File: src/rtl/leve1_pkg.sv
// leve1_pkg: shared types for the LEVE1 hazard controller.
// Holds the PC_SEL encodings, controller states and the decode-side issue bundle.
package leve1_pkg;

    localparam int REG_AW = 5;

    typedef enum logic [1:0] {
        PC_SEQ    = 2'b00,
        PC_BRANCH = 2'b01,
        PC_TRAP   = 2'b10,
        PC_MEPC   = 2'b11
    } pc_sel_e;

    typedef enum logic [1:0] {
        HZ_RUN   = 2'b00,
        HZ_FLUSH = 2'b01,
        HZ_DRAIN = 2'b10
    } hz_state_e;

    // Operand/destination view of the instruction sitting in decode.
    typedef struct packed {
        logic              use_rs1;
        logic              use_rs2;
        logic              ll;
        logic [REG_AW-1:0] rs1;
        logic [REG_AW-1:0] rs2;
        logic [REG_AW-1:0] rd;
    } issue_t;

endpackage

File: src/rtl/leve1_hazard_ctrl_if.sv
// leve1_hazard_ctrl_if: decode/EX <-> hazard controller signal bundle.
// master = decode/EX/LL-unit side (drives requests), slave = controller.
//   ISSUE_*  : decode request and ISSUE_READY accept
//   LL_DONE/LL_RD : long-latency writeback
//   REDIRECT/TRAP/MRET : EX sequencing events
//   IFLASH/PC_SEL : fetch kill and PC source
//   LL_COUNT/BUSY : outstanding long-latency ops
interface leve1_hazard_ctrl_if #(
    parameter int MAX_LL = 4
);
    import leve1_pkg::*;

    localparam int CW = $clog2(MAX_LL + 1);

    logic              ISSUE_VALID;
    logic [REG_AW-1:0] ISSUE_RS1;
    logic [REG_AW-1:0] ISSUE_RS2;
    logic [REG_AW-1:0] ISSUE_RD;
    logic              ISSUE_USE_RS1;
    logic              ISSUE_USE_RS2;
    logic              ISSUE_LL;
    logic              ISSUE_READY;

    logic              LL_DONE;
    logic [REG_AW-1:0] LL_RD;

    logic              REDIRECT;
    logic              TRAP;
    logic              MRET;

    logic              IFLASH;
    logic [1:0]        PC_SEL;
    logic [CW-1:0]     LL_COUNT;
    logic              BUSY;

    modport master (
        output ISSUE_VALID,
        output ISSUE_RS1,
        output ISSUE_RS2,
        output ISSUE_RD,
        output ISSUE_USE_RS1,
        output ISSUE_USE_RS2,
        output ISSUE_LL,
        input  ISSUE_READY,
        output LL_DONE,
        output LL_RD,
        output REDIRECT,
        output TRAP,
        output MRET,
        input  IFLASH,
        input  PC_SEL,
        input  LL_COUNT,
        input  BUSY
    );

    modport slave (
        input  ISSUE_VALID,
        input  ISSUE_RS1,
        input  ISSUE_RS2,
        input  ISSUE_RD,
        input  ISSUE_USE_RS1,
        input  ISSUE_USE_RS2,
        input  ISSUE_LL,
        output ISSUE_READY,
        input  LL_DONE,
        input  LL_RD,
        input  REDIRECT,
        input  TRAP,
        input  MRET,
        output IFLASH,
        output PC_SEL,
        output LL_COUNT,
        output BUSY
    );

endinterface

File: src/rtl/leve1_scoreboard.sv
// leve1_scoreboard: long-latency register scoreboard, occupancy counter
// and hazard lookup. Optional macro LEVE1_LL_BYPASS_EN lets a same-cycle
// writeback release its dependents.
//   CLK, RSTn      : clock, async active-low reset
//   issue_i        : decode operands/destination
//   fire_i         : instruction accepted this cycle
//   ll_done_i/ll_rd_i : long-latency writeback
//   hazard_o       : issue must stall
//   ll_count_o     : outstanding long-latency ops
module leve1_scoreboard
    import leve1_pkg::*;
#(
    parameter  int NUM_REG = 32,
    parameter  int MAX_LL  = 4,
    localparam int CW      = $clog2(MAX_LL + 1)
) (
    input  logic              CLK,
    input  logic              RSTn,
    input  issue_t            issue_i,
    input  logic              fire_i,
    input  logic              ll_done_i,
    input  logic [REG_AW-1:0] ll_rd_i,
    output logic              hazard_o,
    output logic [CW-1:0]     ll_count_o
);

    logic [NUM_REG-1:0] sb_q;
    logic [NUM_REG-1:0] sb_d;
    logic [NUM_REG-1:0] set_vec;
    logic [NUM_REG-1:0] clr_vec;
    logic [NUM_REG-1:0] sb_view;
    logic [CW-1:0]      cnt_q;
    logic [CW-1:0]      cnt_d;
    logic [CW-1:0]      cnt_view;
    logic               done_ok;
    logic               ll_fire;

    // A writeback with nothing outstanding is spurious and ignored.
    assign done_ok = ll_done_i && (cnt_q != '0);
    assign ll_fire = fire_i && issue_i.ll;

    always_comb begin
        set_vec = '0;
        clr_vec = '0;
        if (ll_fire && (issue_i.rd != '0)) begin
            set_vec[issue_i.rd] = 1'b1;
        end
        if (done_ok && (ll_rd_i != '0)) begin
            clr_vec[ll_rd_i] = 1'b1;
        end
    end

    // Set is applied after clear so a same-register collision stays pending.
    assign sb_d = (sb_q & ~clr_vec) | set_vec;

    always_comb begin
        cnt_d = cnt_q;
        unique case ({ll_fire, done_ok})
            2'b10:   cnt_d = cnt_q + CW'(1);
            2'b01:   cnt_d = cnt_q - CW'(1);
            default: cnt_d = cnt_q;
        endcase
    end

    always_ff @(posedge CLK or negedge RSTn) begin
        if (!RSTn) begin
            sb_q  <= '0;
            cnt_q <= '0;
        end else begin
            sb_q  <= sb_d;
            cnt_q <= cnt_d;
        end
    end

`ifdef LEVE1_LL_BYPASS_EN
    // The writeback is forwarded by the datapath, so its register and
    // its occupancy slot are already free for this cycle's lookup.
    assign sb_view  = sb_q & ~clr_vec;
    assign cnt_view = cnt_q - CW'(done_ok);
`else
    assign sb_view  = sb_q;
    assign cnt_view = cnt_q;
`endif

    assign hazard_o = (issue_i.use_rs1 && sb_view[issue_i.rs1])
                   || (issue_i.use_rs2 && sb_view[issue_i.rs2])
                   || (issue_i.ll && sb_view[issue_i.rd])
                   || (issue_i.ll && (cnt_view == CW'(MAX_LL)));

    assign ll_count_o = cnt_q;

endmodule

File: src/rtl/leve1_hazard_ctrl.sv
// leve1_hazard_ctrl: LEVE1 issue throttle and fetch-flush sequencer.
// Optional macro LEVE1_LL_BYPASS_EN (see leve1_scoreboard).
//   CLK, RSTn : clock, async active-low reset
//   bus       : leve1_hazard_ctrl_if.slave (issue handshake, LL
//               writeback, EX events, IFLASH/PC_SEL, LL_COUNT/BUSY)
// IFLASH and PC_SEL are registered; ISSUE_READY is combinational.
module leve1_hazard_ctrl
    import leve1_pkg::*;
#(
    parameter int NUM_REG      = 32,
    parameter int MAX_LL       = 4,
    parameter int FLUSH_CYCLES = 2
) (
    input logic                CLK,
    input logic                RSTn,
    leve1_hazard_ctrl_if.slave bus
);

    localparam int CW = $clog2(MAX_LL + 1);
    localparam int FW = (FLUSH_CYCLES > 1) ? $clog2(FLUSH_CYCLES) : 1;

    localparam logic [FW-1:0] FLUSH_LOAD = FW'(FLUSH_CYCLES - 1);

    localparam logic [1:0] S_RUN   = HZ_RUN;
    localparam logic [1:0] S_FLUSH = HZ_FLUSH;
    localparam logic [1:0] S_DRAIN = HZ_DRAIN;

    logic [1:0]    state_q;
    logic [1:0]    state_d;
    logic [FW-1:0] fcnt_q;
    logic [FW-1:0] fcnt_d;
    logic          iflash_q;
    logic          iflash_d;
    logic [1:0]    pcsel_q;
    logic [1:0]    pcsel_d;

    issue_t        iss;
    logic          fire;
    logic          hazard;
    logic [CW-1:0] ll_count;
    logic          any_ev;
    logic          trap_ev;
    logic          mret_ev;
    logic          redir_ev;

    assign iss = '{
        use_rs1: bus.ISSUE_USE_RS1,
        use_rs2: bus.ISSUE_USE_RS2,
        ll:      bus.ISSUE_LL,
        rs1:     bus.ISSUE_RS1,
        rs2:     bus.ISSUE_RS2,
        rd:      bus.ISSUE_RD
    };

    leve1_scoreboard #(
        .NUM_REG (NUM_REG),
        .MAX_LL  (MAX_LL)
    ) u_sb (
        .CLK        (CLK),
        .RSTn       (RSTn),
        .issue_i    (iss),
        .fire_i     (fire),
        .ll_done_i  (bus.LL_DONE),
        .ll_rd_i    (bus.LL_RD),
        .hazard_o   (hazard),
        .ll_count_o (ll_count)
    );

    // Priority-resolved, mutually exclusive event strobes.
    assign trap_ev  = bus.TRAP;
    assign mret_ev  = bus.MRET && !bus.TRAP;
    assign redir_ev = bus.REDIRECT && !bus.TRAP && !bus.MRET;
    assign any_ev   = bus.TRAP || bus.MRET || bus.REDIRECT;

    // An event in EX kills the decode slot in the same cycle.
    assign bus.ISSUE_READY = (state_q == S_RUN) && !hazard && !any_ev;

    assign fire = bus.ISSUE_VALID && bus.ISSUE_READY;

    always_comb begin
        state_d  = state_q;
        fcnt_d   = fcnt_q;
        iflash_d = iflash_q;
        pcsel_d  = PC_SEQ;
        unique case (state_q)
            S_RUN: begin
                iflash_d = 1'b0;
                unique case (1'b1)
                    trap_ev: begin
                        iflash_d = 1'b1;
                        if (ll_count == '0) begin
                            state_d = S_FLUSH;
                            fcnt_d  = FLUSH_LOAD;
                            pcsel_d = PC_TRAP;
                        end else begin
                            state_d = S_DRAIN;
                        end
                    end
                    mret_ev: begin
                        state_d  = S_FLUSH;
                        fcnt_d   = FLUSH_LOAD;
                        iflash_d = 1'b1;
                        pcsel_d  = PC_MEPC;
                    end
                    redir_ev: begin
                        state_d  = S_FLUSH;
                        fcnt_d   = FLUSH_LOAD;
                        iflash_d = 1'b1;
                        pcsel_d  = PC_BRANCH;
                    end
                    default: begin
                        state_d = S_RUN;
                    end
                endcase
            end
            S_FLUSH: begin
                if (fcnt_q == '0) begin
                    state_d  = S_RUN;
                    iflash_d = 1'b0;
                end else begin
                    fcnt_d   = fcnt_q - FW'(1);
                    iflash_d = 1'b1;
                end
            end
            S_DRAIN: begin
                // Trap vector is taken only once every older LL op has
                // written back, so precise state is visible to the handler.
                iflash_d = 1'b1;
                if (ll_count == '0) begin
                    state_d = S_FLUSH;
                    fcnt_d  = FLUSH_LOAD;
                    pcsel_d = PC_TRAP;
                end
            end
            default: begin
                state_d  = S_RUN;
                iflash_d = 1'b0;
            end
        endcase
    end

    always_ff @(posedge CLK or negedge RSTn) begin
        if (!RSTn) begin
            state_q  <= S_RUN;
            fcnt_q   <= '0;
            iflash_q <= 1'b0;
            pcsel_q  <= PC_SEQ;
        end else begin
            state_q  <= state_d;
            fcnt_q   <= fcnt_d;
            iflash_q <= iflash_d;
            pcsel_q  <= pcsel_d;
        end
    end

    assign bus.IFLASH   = iflash_q;
    assign bus.PC_SEL   = pcsel_q;
    assign bus.LL_COUNT = ll_count;
    assign bus.BUSY     = (ll_count != '0);

endmodule

File: src/flat_wrapper.sv
// flat-port wrapper written by rule: the top's interface ports become plain ports
module leve1_hazard_ctrl_flat import leve1_pkg::*;
#(
    parameter int NUM_REG      = 32,
    parameter int MAX_LL       = 4,
    parameter int FLUSH_CYCLES = 2
)
  (CLK, RSTn, bus_ISSUE_VALID, bus_ISSUE_RS1, bus_ISSUE_RS2, bus_ISSUE_RD, bus_ISSUE_USE_RS1, bus_ISSUE_USE_RS2, bus_ISSUE_LL, bus_ISSUE_READY, bus_LL_DONE, bus_LL_RD, bus_REDIRECT, bus_TRAP, bus_MRET, bus_IFLASH, bus_PC_SEL, bus_LL_COUNT, bus_BUSY);
  leve1_hazard_ctrl_if #(.MAX_LL(MAX_LL)) bus_i ();
  input logic CLK;
  input logic RSTn;
  input wire logic [$bits(bus_i.ISSUE_VALID)-1:0] bus_ISSUE_VALID;
  input wire logic [$bits(bus_i.ISSUE_RS1)-1:0] bus_ISSUE_RS1;
  input wire logic [$bits(bus_i.ISSUE_RS2)-1:0] bus_ISSUE_RS2;
  input wire logic [$bits(bus_i.ISSUE_RD)-1:0] bus_ISSUE_RD;
  input wire logic [$bits(bus_i.ISSUE_USE_RS1)-1:0] bus_ISSUE_USE_RS1;
  input wire logic [$bits(bus_i.ISSUE_USE_RS2)-1:0] bus_ISSUE_USE_RS2;
  input wire logic [$bits(bus_i.ISSUE_LL)-1:0] bus_ISSUE_LL;
  output wire logic [$bits(bus_i.ISSUE_READY)-1:0] bus_ISSUE_READY;
  input wire logic [$bits(bus_i.LL_DONE)-1:0] bus_LL_DONE;
  input wire logic [$bits(bus_i.LL_RD)-1:0] bus_LL_RD;
  input wire logic [$bits(bus_i.REDIRECT)-1:0] bus_REDIRECT;
  input wire logic [$bits(bus_i.TRAP)-1:0] bus_TRAP;
  input wire logic [$bits(bus_i.MRET)-1:0] bus_MRET;
  output wire logic [$bits(bus_i.IFLASH)-1:0] bus_IFLASH;
  output wire logic [$bits(bus_i.PC_SEL)-1:0] bus_PC_SEL;
  output wire logic [$bits(bus_i.LL_COUNT)-1:0] bus_LL_COUNT;
  output wire logic [$bits(bus_i.BUSY)-1:0] bus_BUSY;
  assign bus_i.ISSUE_VALID = bus_ISSUE_VALID;
  assign bus_i.ISSUE_RS1 = bus_ISSUE_RS1;
  assign bus_i.ISSUE_RS2 = bus_ISSUE_RS2;
  assign bus_i.ISSUE_RD = bus_ISSUE_RD;
  assign bus_i.ISSUE_USE_RS1 = bus_ISSUE_USE_RS1;
  assign bus_i.ISSUE_USE_RS2 = bus_ISSUE_USE_RS2;
  assign bus_i.ISSUE_LL = bus_ISSUE_LL;
  assign bus_ISSUE_READY = bus_i.ISSUE_READY;
  assign bus_i.LL_DONE = bus_LL_DONE;
  assign bus_i.LL_RD = bus_LL_RD;
  assign bus_i.REDIRECT = bus_REDIRECT;
  assign bus_i.TRAP = bus_TRAP;
  assign bus_i.MRET = bus_MRET;
  assign bus_IFLASH = bus_i.IFLASH;
  assign bus_PC_SEL = bus_i.PC_SEL;
  assign bus_LL_COUNT = bus_i.LL_COUNT;
  assign bus_BUSY = bus_i.BUSY;
  leve1_hazard_ctrl #(.NUM_REG(NUM_REG), .MAX_LL(MAX_LL), .FLUSH_CYCLES(FLUSH_CYCLES)) u_core (.CLK(CLK), .RSTn(RSTn), .bus(bus_i));
endmodule
File: config.mk
export PLATFORM = sky130hd
export DESIGN_NAME = leve1_hazard_ctrl_flat
export DESIGN_NICKNAME = d
export VERILOG_FILES = /design/src/rtl/leve1_pkg.sv /design/src/rtl/leve1_hazard_ctrl_if.sv /design/src/rtl/leve1_scoreboard.sv /design/src/rtl/leve1_hazard_ctrl.sv /design/src/flat_wrapper.sv
export SDC_FILE = /design/constraint.sdc
export NUM_CORES = 1
export LEC_CHECK = 0
export ABC_CLOCK_PERIOD_IN_PS = 5500
export BUFFER_PORTS_ARGS = -buffer_cell sky130_fd_sc_hd__buf_4
export CAP_MARGIN = 15
export CORE_MARGIN = 8
export CORE_UTILIZATION = 60
export DETAILED_ROUTE_END_ITERATION = 10
export HOLD_SLACK_MARGIN = 0.15
export PLACE_DENSITY = 0.83
export SLEW_MARGIN = 20
export SYNTH_ARGS = -nofsm -noshare
export SYNTH_HDL_FRONTEND = slang
export SYNTH_SLANG_ARGS = --single-unit
File: constraint.sdc
create_clock -name CLK -period 5.5 [get_ports CLK]
set_input_delay 1.1 -clock CLK [delete_from_list [all_inputs] [get_ports CLK]]
set_output_delay 1.1 -clock CLK [all_outputs]
set_load 0.02 [all_outputs]
# --- Word level (Yosys, flattened, before mapping) ---
# Cells that the tools add are included.
# W data, S select, Z words.
word_totals:
  elab_cells: 90
  regBits: 41
  in_bits: 30
classes:
  order_cmp: 6
  n_eq_ne: 8
  mux: 28
  addsub: 3
  bitwise_logic: 3
  reduce_logical: 36
op_table:
  columns: ["op", "count"]
  rows:
  - ["$mux W32", 2]
  - ["$and A32 B32 Y32", 1]
  - ["$not A32 Y32", 1]
  - ["$or A32 B32 Y32", 1]
  - ["$lt A5 B6 Y1 const B", 4]
  - ["$logic_and A1 B1 Y1", 16]
  - ["$bmux W1 S5", 3]
  - ["$pmux W2 S3", 2]
  - ["$demux W1 S5", 2]
  - ["$ge A5 B1 Y1 const B", 2]
  - ["$reduce_bool A5 Y1", 2]
  - ["$mux W1", 9]
  - ["$mux W2", 4]
  - ["$pmux W2 S2", 2]
  - ["$pmux W1 S3", 2]
  - ["$pmux W3 S2", 1]
  - ["$reduce_bool A3 Y1", 2]
  - ["$logic_or A1 B1 Y1", 5]
  - ["$eq A2 B1 Y1 const B", 2]
  - ["$eq A2 B2 Y1 const B", 2]
  - ["$logic_not A1 Y1", 4]
  - ["$reduce_and A2 Y1", 2]
  - ["$add A3 B1 Y3 const B", 1]
  - ["$eq A3 B3 Y1 const B", 1]
  - ["other kinds (11)", 11]

# --- Depth between registers and ports, before layout ---
logic_depth:
  word_depth: 14
  ltp_mapped: 14

# --- Cells and area by module ---
# From an unflattened synthesis, not the netlist that was laid out.
unflattened:
  cells_unflattened: 261
  area_unflattened_um2: 2786.4
modules_own_cells:
  columns: ["module", "cells_each", "seq_area_each_um2", "area_each_um2", "instances"]
  rows:
  - ["leve1_scoreboard", 223, 875.8, 2373.5, 1]
  - ["leve1_hazard_ctrl", 38, 150.1, 412.9, 1]

# --- Worst setup path before layout ---
# No wires, ideal clock.
synth_path:
  path_type: "in2out"
  startpoint: "input bus_ISSUE_RS2[1]"
  endpoint: "output bus_ISSUE_READY"
  stages: 7
  setup_slack_ps: 1389
  arrival_time_ps: 3011
  n_path_buf: 1
  cell_sequence: "buf_4 mux4_2 mux4_2 and3b_1 a31oi_4 and2_1 o21a_1"
synth_between:
  elab_chain_len: 9
synth_lines:
  columns: ["element", "line_no", "source"]
  rows:
  - ["from (decl)", "flat_wrapper.sv:14", "input wire logic [$bits(bus_i.ISSUE_RS2)-1:0] bus_ISSUE_RS2;"]
  - ["$bmux W1 S5", "leve1_scoreboard.sv:86", "|| (issue_i.use_rs2 && sb_view[issue_i.rs2])"]
  - ["$mux W1 (not written as such)", "leve1_scoreboard.sv:86", null]
  - ["$logic_and A1 B1 Y1", "leve1_scoreboard.sv:86", null]
  - ["$logic_or A1 B1 Y1", "leve1_scoreboard.sv:86", null]
  - ["$logic_or A1 B1 Y1", "leve1_scoreboard.sv:87", "|| (issue_i.ll && sb_view[issue_i.rd])"]
  - ["$logic_or A1 B1 Y1", "leve1_scoreboard.sv:88", "|| (issue_i.ll && (cnt_view == CW'(MAX_LL)));"]
  - ["$logic_not A1 Y1", "leve1_hazard_ctrl.sv:76", "assign bus.ISSUE_READY = (state_q == S_RUN) && !hazard && !any_ev;"]
  - ["$logic_and A1 B1 Y1 (2 in a row)", "leve1_hazard_ctrl.sv:76", null]
  - ["to (decl)", "flat_wrapper.sv:19", "output wire logic [$bits(bus_i.ISSUE_READY)-1:0] bus_ISSUE_READY;"]
# Every way passes these cells. The select of a mux whose other input is x is not followed.

# --- Final worst setup path ---
# Ends and elaborated chain as after synthesis.

==> impl_metrics.yaml <==
grt:
  antenna_found_initial: 0
  grt_usage: 0.216
  grt_max_degree: 42
  met1_usage: 0.288
  met3_usage: 0.0668
  busiest_layer: "met2"
  grt_pass1_vias: 2500
  grtUsageMet2: 0.320
  overflow: 0
  grt_first_pass_wirelength_um: 12600
setup_path:
  end_kind: "primary output"
  r2r-end: "u_core.u_sb.ll_count_o[2]"
  cp-start-kind: "input pin"
  crit_buf_inv: 2
  r2r-start: "u_core.u_sb.sb_q[11]"
  criticalPathCategory: "in2out"
  reg2regPathDepth: 12
  cp_slowest_cell: "mux4_2"
  cp_max_fo: 8
  arrival_ns: 3.19
  r2r_setup_slack_ns: 2.34
  crit_family: "multiplexers"
  worstPathCellList: "buf_4, mux4_2, mux4_2, and3b_1, a31oi_4, and2_1, o21a_1, buf_4"
  slowest_delay_ns: 0.51
  critical_path_required_ns: 4.40
flow_run:
  maxCapViolations: 0
layout:
  final_cell_mix: "41 x dfrtp_1, 38 x o21ai_0, 37 x buf_4"
  fillers: 342
  nNetsFinal: 331
  drive_gt1_frac: 0.270
  design_area_um2: 3190
  final_core_util: 0.694
  diodes: 0
  mostFrequentLayoutCell: "dfrtp_1"
  final_cells: 350
  area_delta_synth_final_pct: 14.3
pwr:
  p_leak_nw: 1.42
  ir_worst_vdd_mv: 0.239
  p_total_uw: 924
  powerDensity_nw_per_um2: 290
floorplanning:
  core_area_um2: 4600
  die_x_um: 84.2
  start_util: 0.607
  die_h_um: 84.2
  ioPinCount: 38
  fp-row-count: 25
  die_area_um2: 7090
timing:
  finalHoldViolCount: 0
  fin_hold_ws_ns: 0.439
  setup_violations: 0
  relSlewSlack: 0.566
  min_period_ns: 4.29
  fmax_mhz: 233
  fin_ws_ns: 1.21
  setup_tns_ns: 0
  rsz0062_at_grt: "false"
  period_share: 0.781
  fin_skew_ns: 0.00518
  max_slew.worst_pin.slew_ns: 0.645
  slew_violations: 0
drt:
  drc: 0
  vias: 2437
  drt-initial-drc-count: 495
  dr.pass1.iters: 5
  drt-vias-per-instance: 6.96
  ant_nets: 0
  wl_per_cell_um: 22.1
  drt_wl_total_um: 7730
cts:
  cts_tree: "done"
  cts_buffer_depth: 2
  cts_resized: 0
  clkTransAtPathRegs_ns: 0.08
  root_buffer: "clkbuf_8"
  cts_setup_buffers: 0
  cts_made_buffers: 5
  htreeDepth: 2
  clk_latency_ns: 0.30
  hold_buffers: 0
  clkSinkCount: 41
min_path:
  hold_end: "u_core.u_sb.sb_q[0]"
  min_from: "u_core.u_sb.sb_q[0]"
  min_path_cells: 0
  hold_path.class: "reg2reg"
synthesis:
  synth_nets: 300
  synth_ff_type: "dfrtp_1"
  yosysTopAreaCell: "dfrtp_1"
  synth_area_leaders: "dfrtp_1 37%, mux4_2 17%, o21ai_0 6.8%"
  synth_area_um2: 2790
  synthCells: 264
  synth-edff-count: 0
  synth_seq_cells: 41
  synth_warnings: 0
  yosysUniqueCellTypes: 47
  avgSynthCellArea_um2: 10.6
  synth_top_area_share: 0.368
  ys_seq_area_frac: 0.368
  async_flop_share: 1.00
status:
  status: "complete, no violations"
placement:
  dp_hpwl_um: 5770
  placed_area_um2: 3080
  dp_slack_ns: 1.22
  gp_congestion: 0.913
  place_inst: 342
  port_buffers: 37
## per-layer routing
layer  vias to the layer above  part of all wire
met4                         0             0.022
met2                       169              0.46
met3                        21              0.11
met1                      1175              0.41
li1                       1072                 -
met5                         -                 0
## worst register-to-register path: stages, from the launching register on
cell and delay (ns):
dfrtp_1 0.45, mux4_2 0.47, mux4_2 0.48, and3b_1 0.22
a31oi_4 0.25, and2_1 0.21, nand4_1 0.12, ha_1 0.23
inv_1 0.08, fa_1 0.18, xor2_1 0.15, nor2_1 0.07
xor2_1 0.14
## worst max path at each step
stage,startpoint,endpoint,slack (ns),depth (start not counted)
detailed placement,bus_ISSUE_RS2[1],bus_ISSUE_READY,1.22,8
global placement,bus_ISSUE_RS2[1],bus_ISSUE_READY,1.25,8
CTS,bus_ISSUE_RS2[1],bus_ISSUE_READY,1.21,8
global route,bus_ISSUE_RS2[1],bus_ISSUE_READY,1.12,8
floorplan,bus_ISSUE_RS2[1],bus_ISSUE_READY,1.39,7
finish,bus_ISSUE_RS2[1],bus_ISSUE_READY,1.21,8
## layout make-up
type	count	area, um2	area share
clock inverters	2	38.8	0.0122
flip-flops and latches	41	1030	0.322
inverters	8	30.0	0.00942
repair buffers	37	278	0.0871
well taps	54	67.6	0.0212
multi-input cells	202	1680	0.526
clock buffers	6	72.6	0.0228
## synth_stat cells (2+ instances only)
master	count
or3b_2	2
xor2_1	2
o21ai_0	38
clkbuf_1	8
mux4_2	21
o22ai_1	2
mux2i_1	13
ha_1	5
nor4_2	2
nand3_1	7
nor3b_1	2
o31ai_1	4
nor3_1	4
nand2b_1	5
o21ai_1	26
a31oi_1	2
o21a_1	2
mux2_2	4
nor2_1	8
or4b_1	2
and3_1	3
a21oi_1	4
nand2_1	13
nand4_2	4
nor2b_1	5
and2_1	3
dfrtp_1	41
nand3b_1	3
buf_2	4
inv_1	8
## registers in the layout (all words and copies together) (netlist names)
| signal | cells |
|---|---|
| u_core.bus.IFLASH | 1 |
| u_core.bus.PC_SEL | 2 |
| u_core.fcnt_q | 1 |
| u_core.state_q | 2 |
| u_core.u_sb.ll_count_o | 3 |
| u_core.u_sb.sb_q | 32 |
## logic make-up (layout without fill, tap and decap cells)
logic type                 count (synthesis)  after routing  share of synthesized area
AOI/OAI and AO/OA                         84             84                      0.170
xor gates and xnor gates                   3              3                    0.00942
DFF                                       41             41                      0.368
buffers and inverters                     21             53                     0.0314
and+or+nand+nor                           71             71                      0.160
muxes                                     38             38                      0.232
adders and majority gates                  6              6                     0.0296
## report_power, final
group	leakage, nW	internal [mW]	total (mW)	switching, mW
clock	0.0554	0.136	0.247	0.111
sequential	0.556	0.341	0.378	0.0370
combinational	0.805	0.133	0.299	0.166
Power figures use the tool's default switching activity.
